$ cat src/rtl/mc_control_unit.sv
// Multi-cycle control FSM (FETCH/DECODE/EXEC/MEM/WB) for the 24-bit RISC core; optional PERF_CNT_EN adds retire/stall counters.
// Latency: 3 cycles branch/jump, 4 R/imm/sw, 5 lw; pulses are Mealy on state, static controls register in DECODE.
// Backpressure: stalls in FETCH on imem_rdy, in MEM on dmem_rdy; MEM aborts after MEM_TIMEOUT cycles.
module mc_control_unit #(
    parameter int ALU_CNT_W   = 2,
    parameter int MEM_TIMEOUT = 15,
    parameter int TO_W        = 4
) (
    input  logic                   clk,
    input  logic                   rst_n,
    input  logic [4+ALU_CNT_W-1:0] opcode,
    input  logic                   imem_rdy,
    input  logic                   dmem_rdy,
    input  logic                   alu_zero,
    output logic                   imem_req,
    output logic                   ir_wen,
    output logic                   pc_wen,
    output logic [1:0]             pc_cnt,
    output logic                   reg_src,
    output logic                   reg_wen,
    output logic                   alu_src,
    output logic                   w_src,
    output logic                   mem_req,
    output logic                   mem_wen,
    output logic                   check_immed,
    output logic [ALU_CNT_W-1:0]   alu_cnt,
    output logic                   busy,
    output logic                   mem_err
`ifdef PERF_CNT_EN
    ,
    output logic [31:0]            instr_retired,
    output logic [31:0]            stall_cycles
`endif
);

    localparam int OP_W = 4 + ALU_CNT_W;
    localparam logic [TO_W-1:0] TO_LAST = TO_W'(MEM_TIMEOUT - 1);

    typedef enum logic [2:0] {S_FETCH, S_DECODE, S_EXEC, S_MEM, S_WB} state_t;
    typedef enum logic [2:0] {C_RTYPE, C_IMM, C_BEQ, C_BNE, C_LW, C_SW, C_JUMP} cls_t;

    state_t          state, next_state;
    logic [OP_W-1:0] op_q;
    logic [TO_W-1:0] to_cnt;
    cls_t            cls, dec_cls;

    logic imem_req_c, ir_wen_c, pc_wen_c, reg_wen_c, mem_req_c, mem_wen_c, mem_err_c;
    logic [1:0] pc_cnt_c;

    function automatic cls_t classify(input logic [OP_W-1:0] op);
        cls_t c;
        if (op == '0) begin
            c = C_JUMP;
        end else begin
            unique case (op[3:2])
                2'b00, 2'b01: c = C_RTYPE;
                2'b10:        c = C_IMM;
                default: begin
                    unique case (op[1:0])
                        2'b00:   c = C_BEQ;
                        2'b01:   c = C_BNE;
                        2'b10:   c = C_LW;
                        default: c = C_SW;
                    endcase
                end
            endcase
        end
        return c;
    endfunction

    assign dec_cls = classify(opcode);
    assign cls     = classify(op_q);

    always_ff @(posedge clk or negedge rst_n) begin
        if (!rst_n) begin
            state <= S_FETCH;
        end else begin
            state <= next_state;
        end
    end

    always_comb begin
        next_state = state;
        unique case (state)
            S_FETCH:  if (imem_rdy) next_state = S_DECODE;
            S_DECODE: next_state = S_EXEC;
            S_EXEC: begin
                unique case (cls)
                    C_RTYPE, C_IMM: next_state = S_WB;
                    C_LW, C_SW:     next_state = S_MEM;
                    default:        next_state = S_FETCH;
                endcase
            end
            S_MEM: begin
                if (dmem_rdy) begin
                    next_state = (cls == C_LW) ? S_WB : S_FETCH;
                end else if (to_cnt == TO_LAST) begin
                    next_state = S_FETCH;
                end
            end
            S_WB:     next_state = S_FETCH;
            default:  next_state = S_FETCH;
        endcase
    end

    always_comb begin
        imem_req_c = 1'b0;
        ir_wen_c   = 1'b0;
        pc_wen_c   = 1'b0;
        pc_cnt_c   = 2'b00;
        reg_wen_c  = 1'b0;
        mem_req_c  = 1'b0;
        mem_wen_c  = 1'b0;
        mem_err_c  = 1'b0;
        unique case (state)
            S_FETCH: begin
                imem_req_c = 1'b1;
                ir_wen_c   = imem_rdy;
            end
            S_EXEC: begin
                unique case (cls)
                    C_BEQ: begin
                        pc_wen_c = 1'b1;
                        pc_cnt_c = alu_zero ? 2'b01 : 2'b00;
                    end
                    C_BNE: begin
                        pc_wen_c = 1'b1;
                        pc_cnt_c = alu_zero ? 2'b00 : 2'b01;
                    end
                    C_JUMP: begin
                        pc_wen_c = 1'b1;
                        pc_cnt_c = 2'b10;
                    end
                    default: begin
                    end
                endcase
            end
            S_MEM: begin
                mem_req_c = 1'b1;
                mem_wen_c = (cls == C_SW);
                // Completion beats the timeout when both land in the same cycle.
                if (dmem_rdy) begin
                    pc_wen_c = (cls == C_SW);
                end else if (to_cnt == TO_LAST) begin
                    mem_err_c = 1'b1;
                    pc_wen_c  = 1'b1;
                end
            end
            S_WB: begin
                reg_wen_c = 1'b1;
                pc_wen_c  = 1'b1;
            end
            default: begin
            end
        endcase
    end

    // Strobes are forced low while reset is held so nothing fires during reset.
    assign imem_req = rst_n & imem_req_c;
    assign ir_wen   = rst_n & ir_wen_c;
    assign pc_wen   = rst_n & pc_wen_c;
    assign pc_cnt   = rst_n ? pc_cnt_c : 2'b00;
    assign reg_wen  = rst_n & reg_wen_c;
    assign mem_req  = rst_n & mem_req_c;
    assign mem_wen  = rst_n & mem_wen_c;
    assign mem_err  = rst_n & mem_err_c;
    assign busy     = ~(rst_n & (state == S_FETCH) & ~imem_rdy);

    always_ff @(posedge clk or negedge rst_n) begin
        if (!rst_n) begin
            op_q        <= '0;
            reg_src     <= 1'b0;
            alu_src     <= 1'b0;
            w_src       <= 1'b0;
            check_immed <= 1'b0;
            alu_cnt     <= '0;
        end else if (state == S_DECODE) begin
            op_q        <= opcode;
            reg_src     <= (dec_cls == C_RTYPE);
            alu_src     <= (dec_cls == C_IMM) || (dec_cls == C_LW) || (dec_cls == C_SW);
            w_src       <= (dec_cls == C_LW);
            check_immed <= (dec_cls == C_IMM);
            alu_cnt     <= opcode[OP_W-1:4];
        end
    end

    always_ff @(posedge clk or negedge rst_n) begin
        if (!rst_n) begin
            to_cnt <= '0;
        end else if (state == S_EXEC) begin
            to_cnt <= '0;
        end else if (state == S_MEM && !dmem_rdy) begin
            to_cnt <= to_cnt + 1'b1;
        end
    end

`ifdef PERF_CNT_EN
    always_ff @(posedge clk or negedge rst_n) begin
        if (!rst_n) begin
            instr_retired <= '0;
            stall_cycles  <= '0;
        end else begin
            if (pc_wen_c) begin
                instr_retired <= instr_retired + 32'd1;
            end
            if ((state == S_FETCH && !imem_rdy) || (state == S_MEM && !dmem_rdy)) begin
                stall_cycles <= stall_cycles + 32'd1;
            end
        end
    end
`endif

endmodule

$ cat config.mk
export PLATFORM = sky130hd
export DESIGN_NAME = mc_control_unit
export DESIGN_NICKNAME = d
export VERILOG_FILES = /design/src/rtl/mc_control_unit.sv
export SDC_FILE = /design/constraint.sdc
export NUM_CORES = 1
export LEC_CHECK = 0
export ABC_AREA = 0
export BUFFER_PORTS_ARGS = -buffer_cell sky130_fd_sc_hd__buf_2
export CORE_MARGIN = 8
export CORE_UTILIZATION = 45
export DETAILED_ROUTE_END_ITERATION = 8
export HOLD_SLACK_MARGIN = 0.12
export PLACE_DENSITY_LB_ADDON = 0.05
export REMOVE_ABC_BUFFERS = 1
export SLEW_MARGIN = 20
export SYNTH_ARGS = -nofsm -noshare
export SYNTH_HDL_FRONTEND = slang
export SYNTH_SLANG_ARGS = --single-unit
$ cat constraint.sdc
create_clock -name clk -period 1.7 [get_ports clk]
set_input_delay 0.34 -clock clk [delete_from_list [all_inputs] [get_ports clk]]
set_output_delay 0.34 -clock clk [all_outputs]
set_load 0.02 [all_outputs]
* After elaboration in Yosys (flattened, before gate mapping)
Index checks and enable logic that the tools add are counted.
Word-level totals: register bits 19, bits of input ports 11
Cells by class: add/subtract/negate cells 1, equal/unequal tests 24, multiplexer cells 30, bitwise logic cells 11, reduce and logical (&&, ||, !) cells 20
Operators by type and width (number):
- equality test 3 bit, second input constant | 6
- 2-to-1 mux 3 bit | 6
- one-hot mux 3 bit (2 select lines) | 3
- one-hot mux 3 bit (3 select lines) | 2
- equality test 3 x 2 -> 1 bit, second input constant | 4
- zero test 6 bit | 2
- 2-to-1 mux 1 bit | 12
- one-hot mux 3 bit (4 select lines) | 1
- AND 1 bit | 9
- equality test 3 x 1 -> 1 bit, second input constant | 3
- zero test 3 bit | 3
- equality test 2 x 1 -> 1 bit, second input constant | 4
- equality test 2 bit, second input constant | 4
- zero test 2 bit | 4
- 2-to-1 mux 4 bit | 2
- OR reduction 2 bit | 4
- one-hot mux 2 bit (3 select lines) | 1
- adder 4 x 1 -> 4 bit, second input constant | 1
- equality test 4 bit, second input constant | 1
- 2-to-1 mux 2 bit | 2
- != test 3 bit, second input constant | 1
- one-hot mux 1 bit (3 select lines) | 1
- OR reduction 3 bit | 1
- logical OR 1 bit | 2
- other kinds (6) | 7

* Longest topological paths before layout
Gate-level depths: netlist (run 1).
depth in word-level cells 9, depth in mapped cells 5, depth with buffers taken out 5

* Worst setup path after synthesis (run 1)
Ideal clock, no wire load.
path type register to output, from register state[2], to output ir_wen, data arrival time 1.685 ns, required time 1.360 ns, slack -0.325 ns, stages on the path, launching flop included 3, buffers on the path 0, cell sequence dfrtp_1 nor4b_1 and2_1
On the way: longest elaborated chain between the ends 3
Ends and longest elaborated chain:
- from (decl) | line 42 | state_t state, next_state;
- from (signal assigned) | line 78 | state <= next_state;
- zero test 3 bit | line 115 | unique case (state)
- 2-to-1 mux 1 bit | line 115
- AND 1 bit | line 160 | assign ir_wen = rst_n & ir_wen_c;
- to (decl) | line 16 | output logic ir_wen,
Every way passes these cells.

* Worst setup path in the final report (run 1)
from register state[0], to output pc_cnt[1]
On the way: longest elaborated chain between the ends 3
Ends and longest elaborated chain:
- equality test 3 x 2 -> 1 bit | line 115
- 2-to-1 mux 2 bit | line 115
- 2-to-1 mux 2 bit | line 162 | assign pc_cnt = rst_n ? pc_cnt_c : 2'b00;
- to (decl) | line 18 | output logic [1:0] pc_cnt,
Every way passes these cells.

==> results of run 1 <==
==> sequential cells by signal (all words and copies together), names as in the netlist <==
register and flops:
check_immed 1, op_q 4, alu_cnt 2, to_cnt 4, reg_src 1, alu_src 1, state 3, w_src 1
==> synth_stat cells (2+ instances only) <==
cell,number,share of area [%]
dfrtp_1,17,44
nand2_1,12,4.7
inv_1,6,2.3
nor2_1,6,2.3
mux2_4,5,7.8
o21ai_1,4,2.1
buf_4,3,2.3
mux2i_1,3,3.1
ha_1,2,2.6
nand2b_1,2,1.3
nand3_1,2,1.0
nor4_1,2,1.3
o31ai_1,2,1.6
xnor2_1,2,1.8
==> final timing paths <==
| kind | from | slack (ns) | end |
|---|---|---|---|
| max | state[0]$_DFFE_PN0P_ | -0.20 | pc_cnt[1] |
| min | opcode[4] | 0.29 | alu_cnt[0]$_DFFE_PN0N_ |
| max reg2reg | state[2]$_DFFE_PN0P_ | 0 | op_q[0]$_DFFE_PN0N_ |
| min reg2reg | w_src$_DFFE_PN0N_ | 0.48 | w_src$_DFFE_PN0N_ |
| max in group asynchronous | rst_n | 0.80 | state[1]$_DFFE_PN0P_ |
| min in group asynchronous | rst_n | 0.50 | alu_src$_DFFE_PN0N_ |
==> stage by stage <==
step	power (uW)	hold WS (ns)	utilization, %
after floorplan	1260	0.0444	-
after global placement	1580	0.175	58.1
after detailed placement	1590	0.176	58.1
after CTS	1900	0.288	63.8
after global routing	2130	0.282	66.9
final	2000	0.294	66.9
==> critical path, stage by stage, from the launching register on <==
cell,delay (ns)
dfrtp_2,0.48
nor3b_4,0.23
buf_4,0.15
buf_6,0.08
and4_1,0.20
buf_6,0.12
==> final cells by class <==
type / count / share of cell area (%)
flip-flops and latches: 17 / 32.4
clock buffers: 4 / 1.98
inverters: 6 / 1.70
multi-input cells: 65 / 39.6
repair buffers: 43 / 21.8
well taps: 27 / 2.55
==> timing repair <==
action                                  in CTS  in global routing
resized for setup                           11                 13
buffers inserted                             4                  3
hold endpoints to repair                    17                  0
hold buffers                                 2                  0
pin swaps                                    1                  1
endpoints found under the setup margin       8                  9
==> per-layer routing <==
metal | part of all wire [%] | global-route usage (%)
met2 | 48 | 20.8
met5 | 0 | 0
met1 | 45 | 15.3
met4 | 1.1 | 4.37
met3 | 6.5 | 3.76
==> power by group through the flow <==
stage	registers, uW	logic, uW	clock network [uW]
floorplan	778	484	0
global placement	692	888	0
detailed placement	698	896	0
CTS	706	974	219
global route	760	1130	239
finish	738	1050	214
==> kinds of logic (layout without fill, tap and decap cells) <==
kind of cell             after synthesis  in the layout
AO/OA/AOI/OAI                         14             14
multiplexers                           8              8
buffers and inverters                 11             53
AND/OR/NAND/NOR                       39             39
adder cells (fa/ha/maj)                2              2
flip-flops                            17             17
XOR/XNOR                               2              2
==> cells in the final DEF (no fill, tap or decap), types with 2 or more instances in the layout <==
master,count
buf_2,20
buf_4,18
buf_6,3
clkbuf_4,3
dfrtp_1,14
dfrtp_2,3
dlygate4sd3_1,2
inv_1,6
mux2_4,5
mux2i_1,3
nand2_1,10
nand2_2,2
nand2b_1,2
nor2_1,6
o21ai_1,4
o31ai_1,2
xnor2_1,2
==> results.md, run 1 <==
- Sw frac: 40.4%
- Ratio of cells with drive above 1 in the final layout: 47.4%
- Clk slew on worst S/H paths: 0.10 ns
- Failing checks: negative setup slack
- Row count: 16
- Area Overhead vs Synth: 38.3%
- RSZ-0062 raised after global routing: yes
- Status: finished, violations left
- Power density cells: 1510 nW/um^2
- DR WL/cell: 15.0 um
- Clock sink count: 17
- Ys async rst share: 100%
- Pleak: 0.000660 uW
- Crit path launch type: flop
- Synthesized area per cell: 10.3 sq um
- Multi-input logic area: 524 sq um
- Slew Limit Fails: 0
- GP Congestion: ~0.80
- Num CTS Buffers: 3
- Crit Path Max Fanout: 7
- I/O Pins: 27
- Clock network power share: 10.7%
- Vias: 859
- WS Path Type: flop to output port
- Pin count of the biggest net entering global routing: 17
- EDFF count, synth: 0
- Req. time, crit path: 1.36 ns
- Initial Utilization: 48.4%
- Die W: 62.2 um
- Synth warn: 0
- Post-DR vias/cell: between 5 and 6
- Placed Cells incl. Taps: 150
- Mux cell area share after synthesis: between 10% and 20%
- XOR/XNOR Fraction of Synth Area: 1.83%
- Final hold violation count: 0
- Worst hold stages: 2
- Antenna violations before repair: 0
- Post-DP HPWL: 1770 um
- First-pass GRT wire length: 4150 um
- Final min period: 1.90 ns
- # H-tree levels: 1
- Final setup margin: -0.199 ns
- Die area: 3860 sq um
- CP Capture Type: output port
- Post-Syn Area: 958 sq um
- NetSw: 807 uW
- WP data arrival: 1.56 ns
- Post-Synthesis Cells: slightly above 90
- Seq pwr share: 36.9%
- Ys flop type: dfrtp_1
- Worst r2r path cells: 5
- # fillers: 170
- Final setup viols: 7
- Synthesized flop and latch total: 17
- DP Worst Slack: 0.0651 ns
- Sum Neg Setup Slack: -0.742 ns
- Int Pwr: around 1200 uW
- TritonCTS clock tree: yes
- Gate power share: 52.4%
- First drt pass iteration count: 6
- Slew margin rel.: 79.9%
- Core area: 1980 sq um
- Post-synth cell types: 39
- Skew final: approximately 0.008 ns
- Clock Latency Late Sink: approximately 0.29 ns
- Routed Antenna Nets: 0
- Root buffer cell: clkbuf_4
- Peak Freq: 527 MHz
- Post-Synth Simple-Gate Area: 24.0%
- Maxcap violations: 0
- Largest family of logic cells by synthesized area: simple AND/OR/NAND/NOR gates
- DRT iter0 DRCs: 28
- Adder-cell area share of the yosys netlist: about 2.6%
- VDD IR-drop max: 1.03 mV
- Die Ht: 62.2 um
- Port-buffer cells: 26
- Design Area, Final: 1330 sq um
- Grt ovf: 0
- Register area: between 400 and 500 sq um
- Total Wirelength: 2430 um
- Vias in the first global route: 911
- Fin crit share: 112%
- Least-Margin Pin Slew: between 0.3 and 0.4 ns
- DRC Markers: 0
- Sequential share of the synthesized area: roughly 44%
- Post-DP Area: 1150 sq um
- NumNets Final: between 100 and 150
- Post-route insts no fill: around 160
- Max Root-Sink Buffers: 2
- Worst min-delay path class: primary input to flop
- Post-synthesis compound-gate area fraction: 9.79%
- Antenna cell count: 0
- Total GRT Usage: 12.7%
Power figures use the tool's default switching activity.
==> run 2, diff against run 1 <==
BUFFER_PORTS_ARGS = default   (was -buffer_cell sky130_fd_sc_hd__buf_2)
DONT_BUFFER_PORTS = 1   (was default)
==> run 2 against run 1 <==
Effect of this change: the run still ends with negative setup slack left; clock power increased by 4%; register-to-register slack improved by 0.15 ns; final cell count decreased by 9.3%; combinational power increased by 9.5%; core utilization increased by 0.13 points; flip-flop and latch count unchanged; clock skew decreased by 0.0011 ns; critical endpoint is now pc_wen; largest cell class unchanged.
==> results.md, run 2 (synthesized netlist as in run 1, its figures left out) <==
- Status: finished, violations left
- Failing checks: negative setup slack
- First drt pass iteration count: 5 (-1)
- Maxcap violations: 0 (unchanged)
- R2R Setup Slk: 0.15 ns (+0.15 ns)
- # H-tree levels: 1 (unchanged)
- Grt ovf: 0 (unchanged)
- DP Worst Slack: 0.0172 ns (-0.0479 ns)
- DR WL/cell: 17.6 um (+18%)
- Biggest registers after layout: op_q x4, to_cnt x4, state x3
- Least-Margin Pin Slew: 0.786 ns (+0.485 ns)
- Max Root-Sink Buffers: 2 (unchanged)
- Top cell family by delay on the critical path: flip-flops
- Critical Path End: pc_wen
- RSZ-0062 raised after global routing: yes
- Initial Utilization: 48.4% (unchanged)
- Port-buffer cells: 0 (-100%)
- Int Pwr: 1280 uW (+7.8%)
- First-pass GRT wire length: 4120 um (-0.65%)
- Skew final: 0.00719 ns (-0.00105 ns)
- NumNets Final: 134 (-10%)
- Row count: 16 (unchanged)
- WS Path Type: flop to output port
- VDD IR-drop max: 0.888 mV (-14%)
- Worst r2r path cells: 4 (-1)
- NetSw: 875 uW (+8.5%)
- Final setup viols: 8 (+1)
- I/O Pins: 27 (unchanged)
- WP data arrival: 1.52 ns (-0.04 ns)
- Crit path launch type: flop
- DRC Markers: 0 (unchanged)
- Pleak: 0.000623 uW (-5.6%)
- CP Capture Type: output port
- Vias in the first global route: 855 (-6.1%)
- TritonCTS clock tree: yes
- Sw frac: 40.5% (+0.15 points)
- Seq pwr share: 36.3% (-0.6 points)
- Final core utilization: 67.0% (+0.13 points)
- Clock network power share: 10.3% (-0.4 points)
- Antenna violations before repair: 0 (unchanged)
- Total Wirelength: 2590 um (+6.8%)
- Die Ht: 62.2 um (unchanged)
- Commonest non-fill, non-tap cell in the layout: buf_4
- Hold_ws: 0.166 ns (-0.128 ns)
- Final min period: 1.86 ns (-0.0431 ns)
- WP depth: 5 (unchanged)
- Peak Freq: 539 MHz (+2.3%)
- Fin crit share: 109% (-2.5 points)
- Die W: 62.2 um (unchanged)
- Crit-path cells: ha_4 -> and4b_1 -> a31oi_2 -> o221ai_2 -> buf_4
- Req. time, crit path: 1.36 ns (about the same)
- Post-DR vias/cell: 5.54 (+4.4%)
- Vias: 814 (-5.2%)
- Routed Antenna Nets: 0 (unchanged)
- Clk slew on worst S/H paths: 0.10 ns (about the same)
- Num CTS Buffers: 3 (unchanged)
- Root buffer cell: clkbuf_4
- Power density cells: 1630 nW/um^2 (+7.9%)
- Sum Neg Setup Slack: -0.653 ns (+0.0890 ns)
- Ratio of cells with drive above 1 in the final layout: 46.7% (-0.74 points)
- Commonest cells after routing, fill and taps aside: 19 x buf_4, 14 x dfrtp_1, 9 x nand2_1
- Post-DP HPWL: 1620 um (-8.5%)
- Total GRT Usage: 12.9% (+0.20 points)
- Die area: 3860 sq um (unchanged)
- Buf+Inv Stages, Crit Path: 1 (-2)
- Area Overhead vs Synth: 38.5%
- Crit Path Max Fanout: 2 (-5)
- Largest stage delay, worst path: 0.42 ns (-0.06 ns)
- DRT iter0 DRCs: 11 (-61%)
- Worst hold stages: 2 (unchanged)
- R2R Path End: alu_cnt[0]$_DFFE_PN0N_
- Antenna cell count: 0 (unchanged)
- Slew Limit Fails: 0 (unchanged)
- Critical path's slowest cell: dfrtp_1
- Clock sink count: 17 (unchanged)
- # fillers: 153 (-10%)
- Worst min-delay path class: primary input to flop
- Final setup margin: -0.155 ns (+0.0431 ns)
- Core area: 1980 sq um (unchanged)
- R2R Path Start: state[1]$_DFFE_PN0P_
- GP Congestion: 0.784 (-1.7%)
- Worst Setup SP: to_cnt[1]$_DFFE_PN0P_
- Pin count of the biggest net entering global routing: 18 (+1)
- Slew margin rel.: 47.4% (-32 points)
- Final hold violation count: 0 (unchanged)
- Clock Latency Late Sink: 0.29 ns (about the same)
- Gate power share: 53.4% (+1.0 points)
[run 2: cell count changes in the layout (fill, tap and decap cells not counted), sizes merged]
cell | before | now
buf | 41 | 26
[run 2: how the worst min path moves through the flow]
stage                                   end  slack [ns]  startpoint
finish              check_immed$_DFFE_PN0N_        0.17   opcode[3]
floorplan            alu_cnt[0]$_DFFE_PN0N_        0.04       rst_n
global placement      to_cnt[3]$_DFFE_PN0P_        0.05       rst_n
detailed placement    to_cnt[3]$_DFFE_PN0P_        0.05       rst_n
global route        check_immed$_DFFE_PN0N_        0.16   opcode[3]
CTS                     reg_src$_DFFE_PN0N_        0.12   opcode[3]
[run 2: power by group through the flow]
stage	Clock, uW	Sequential [uW]	Combinational [uW]
after CTS	231	769	1010
after floorplan	0	778	484
after global placement	0	755	760
final	222	784	1150
after detailed placement	0	761	780
after global routing	247	803	1240
[run 2: metal layers]
metal  up-vias  part of all wire, %  global-route usage [%]
met5         -                    0                       0
met3         6                  8.2                    5.20
li1        387                    -                       -
met1       386                   39                    14.9
met2        35                   51                    20.1
met4         0                  2.2                    6.41
[run 2: worst reg2reg max path: stages, from the launching register on]
cell     delay, ns
dfrtp_1       0.42
buf_6         0.15
or3b_1        0.35
buf_4         0.21
mux2_4        0.31
[run 2: cell type report]
cell class	count	area, sq um	area share, %
clock buffer	4	26.3	1.98
inverter	6	22.5	1.70
multi-input combinational	65	574	43.3
sequential	17	429	32.3
tap	27	33.8	2.54
timing repair buffer	28	241	18.2
[run 2: what timing repair did]
item,CTS,global route
hold buffers,1,1
buffers inserted,8,4
resized for setup,21,12
hold endpoints to repair,17,1
pin swaps,10,5
setup endpoints to repair,8,8
[run 2: through the flow]
| stage | cells | instance area, sq um | total power (uW) |
|---|---|---|---|
| final | 147 | 1330 | 2160 |
| after global routing | 147 | 1330 | 2290 |
| after CTS | 142 | 1240 | 2010 |
| after detailed placement | 129 | 1060 | 1540 |
| after global placement | 129 | 1060 | 1520 |
| after floorplan | 88 | 920 | 1260 |
==> run 3, diff against run 2 <==
PLACE_DENSITY_LB_ADDON = default   (was 0.05)
SETUP_SLACK_MARGIN = 0.3   (was default)
==> run 3 against run 2 <==
Effect of this change: the flow still finishes with violations (negative setup slack); worst setup slack worse by 0.054 ns; worst hold slack better by 0.0086 ns; wire length up 3.7%; highest routed layer unchanged.
==> results.md, run 3 (synthesized netlist as in run 1, its figures left out) <==
- Die area: 3860 sq um (unchanged)
- NetSw: 916 uW (+4.7%)
- TritonCTS clock tree: yes
- Crit-path cells: buf_4 -> and3_4 -> a31oi_1 -> o221ai_1 -> buf_4
- DR WL/cell: 17.9 um (+1.6%)
- Port-buffer cells: 0 (unchanged)
- Antenna cell count: 0 (unchanged)
- Biggest registers after layout: op_q x4, to_cnt x4, state x3
- Final setup viols: 7 (-1)
- VDD IR-drop max: 1.01 mV (+13%)
- First drt pass iteration count: 4 (-1)
- Top cell by count, worst path: buf_4
- Total GRT Usage: 13.6% (+0.70 points)
- Die W: 62.2 um (unchanged)
- Clk slew on worst S/H paths: 0.11 ns (about the same)
- Pleak: 0.000659 uW (+5.8%)
- Initial Utilization: 48.4% (unchanged)
- Final core utilization: 70.7% (+3.7 points)
- Power density cells: 1640 nW/um^2 (+0.61%)
- Status: finished, violations left
- Largest stage delay, worst path: 0.42 ns (about the same)
- Clock network power share: 9.5% (-0.8 points)
- Post-DP Area: 1040 sq um (-1.4%)
- Commonest non-fill, non-tap cell in the layout: buf_4
- Peak Freq: 524 MHz (-2.8%)
- Area Overhead vs Synth: 46.2%
- Slew margin rel.: 47.6% (+0.12 points)
- Least-Margin Pin Slew: 0.784 ns (-0.00182 ns)
- Sum Neg Setup Slack: -0.656 ns (-0.00265 ns)
- Skew final: 0.00720 ns (+0.0000104 ns)
- Seq pwr share: 33.8% (-2.5 points)
- Total Wirelength: 2690 um (+3.7%)
- Pin count of the biggest net entering global routing: 18 (unchanged)
- Final setup margin: -0.210 ns (-0.0543 ns)
- Gate power share: 56.7% (+3.3 points)
- # fillers: 138 (-9.8%)
- Crit path launch type: flop
- CP Capture Type: output port
- Max Root-Sink Buffers: 2 (unchanged)
- Slew Limit Fails: 0 (unchanged)
- Final hold violation count: 0 (unchanged)
- Maxcap violations: 0 (unchanged)
- First-pass GRT wire length: 4330 um (+5.0%)
- Fin crit share: 112% (+3.2 points)
- Root buffer cell: clkbuf_4
- Post-DP HPWL: 1530 um (-5.5%)
- NumNets Final: 137 (+2.2%)
- Row count: 16 (unchanged)
- Critical path's slowest cell: dfrtp_1
- Post-DR vias/cell: 5.58 (+0.77%)
- GP Congestion: 0.760 (-3.1%)
- Commonest cells after routing, fill and taps aside: 17 x buf_4, 14 x dfrtp_1, 10 x buf_6
- Design Area, Final: 1400 sq um (+5.6%)
- DP Worst Slack: 0.106 ns (+0.0889 ns)
- Sw frac: 40.0% (-0.58 points)
- Worst min-delay path class: primary input to flop
- Num CTS Buffers: 3 (unchanged)
- DRC Markers: 0 (unchanged)
- DRT iter0 DRCs: 45 (+34)
- Grt ovf: 0 (unchanged)
- Clock sink count: 17 (unchanged)
- # H-tree levels: 1 (unchanged)
- Int Pwr: 1380 uW (+7.2%)
- WP data arrival: 1.57 ns (+0.05 ns)
- RSZ-0062 raised after global routing: yes
- Core area: 1980 sq um (unchanged)
- Clock Latency Late Sink: 0.29 ns (about the same)
- Vias in the first global route: 869 (+1.6%)
- Vias: 837 (+2.8%)
- Antenna violations before repair: 0 (unchanged)
- WS Path Type: flop to output port
- Failing checks: negative setup slack
- Ratio of cells with drive above 1 in the final layout: 54.5% (+7.8 points)
- Die Ht: 62.2 um (unchanged)
- Crit Path Max Fanout: 5 (+3)
- Final min period: 1.91 ns (+0.0543 ns)
- Routed Antenna Nets: 0 (unchanged)
- I/O Pins: 27 (unchanged)
- Req. time, crit path: 1.36 ns (about the same)
## run 3: through the flow
step / hold slack, ns / instances / total power (uW)
global route: 0.157 / 150 / 2430
floorplan: 0.0444 / 88 / 1260
CTS: 0.156 / 146 / 2170
detailed placement: 0.0453 / 127 / 1530
global placement: 0.0452 / 127 / 1510
finish: 0.175 / 150 / 2290
## run 3: power by group through the flow
| stage | sequential (uW) | clock [uW] | combinational [uW] |
|---|---|---|---|
| 2_1_floorplan | 778 | 0 | 484 |
| 4_1_cts | 763 | 228 | 1180 |
| 6_report | 774 | 218 | 1300 |
| 3_3_place_gp | 749 | 0 | 763 |
| 5_1_grt | 789 | 253 | 1390 |
| 3_5_place_dp | 755 | 0 | 773 |
## run 3: routing by layer
| metal | wire [um] | track usage, % | part of all wire [%] |
|---|---|---|---|
| met1 | 1130 | 15.5 | 42 |
| met2 | 1410 | 21.7 | 52 |
| met3 | 115 | 5.20 | 4.3 |
| met4 | 30 | 6.41 | 1.1 |
| met5 | 0 | 0 | 0 |
## run 3: area by class of cell
type                            instances  area, sq um  share of cell area (%)
Clock buffer                            3         22.5                    1.61
Multi-Input combinational cell         65          593                    42.3
Tap cell                               27         33.8                    2.41
Inverter                                6         27.5                    1.96
Sequential cell                        17          429                    30.6
Clock inverter                          1         5.00                   0.357
Timing Repair Buffer                   31          290                    20.7
## run 3: worst paths after layout
kind                                            start                      end  slack (ns)  depth (start not counted)
worst max-delay path              op_q[1]$_DFFE_PN0N_                   pc_wen       -0.21                          5
worst min-delay path                        opcode[3]  check_immed$_DFFE_PN0N_        0.17                          2
worst max register to register   state[2]$_DFFE_PN0P_   alu_cnt[0]$_DFFE_PN0N_        0.03                          5
worst min register to register  to_cnt[3]$_DFFE_PN0P_    to_cnt[3]$_DFFE_PN0P_        0.51                          1
max in group asynchronous                       rst_n     state[1]$_DFFE_PN0P_        0.60                          1
min in group asynchronous                       rst_n   alu_cnt[1]$_DFFE_PN0N_        0.56                          1
## run 3: what timing repair did
item / 4_1_cts / 5_1_grt
pin swaps: 9 / 6
setup buffers: 12 / 4
gates cloned: 1 / 0
resized for setup: 34 / 17
hold buffers: 2 / 0
hold endpoints to repair: 18 / 0
setup endpoints to repair: 15 / 24
## run 3: worst max-delay path, delay by kind of cell, from the launching register on
kind,cells,cell delay (ns)
AO/OA/AOI/OAI,2,0.35
AND/OR/NAND/NOR,1,0.17
flip-flops,1,0.42
buffers and inverters,2,0.33
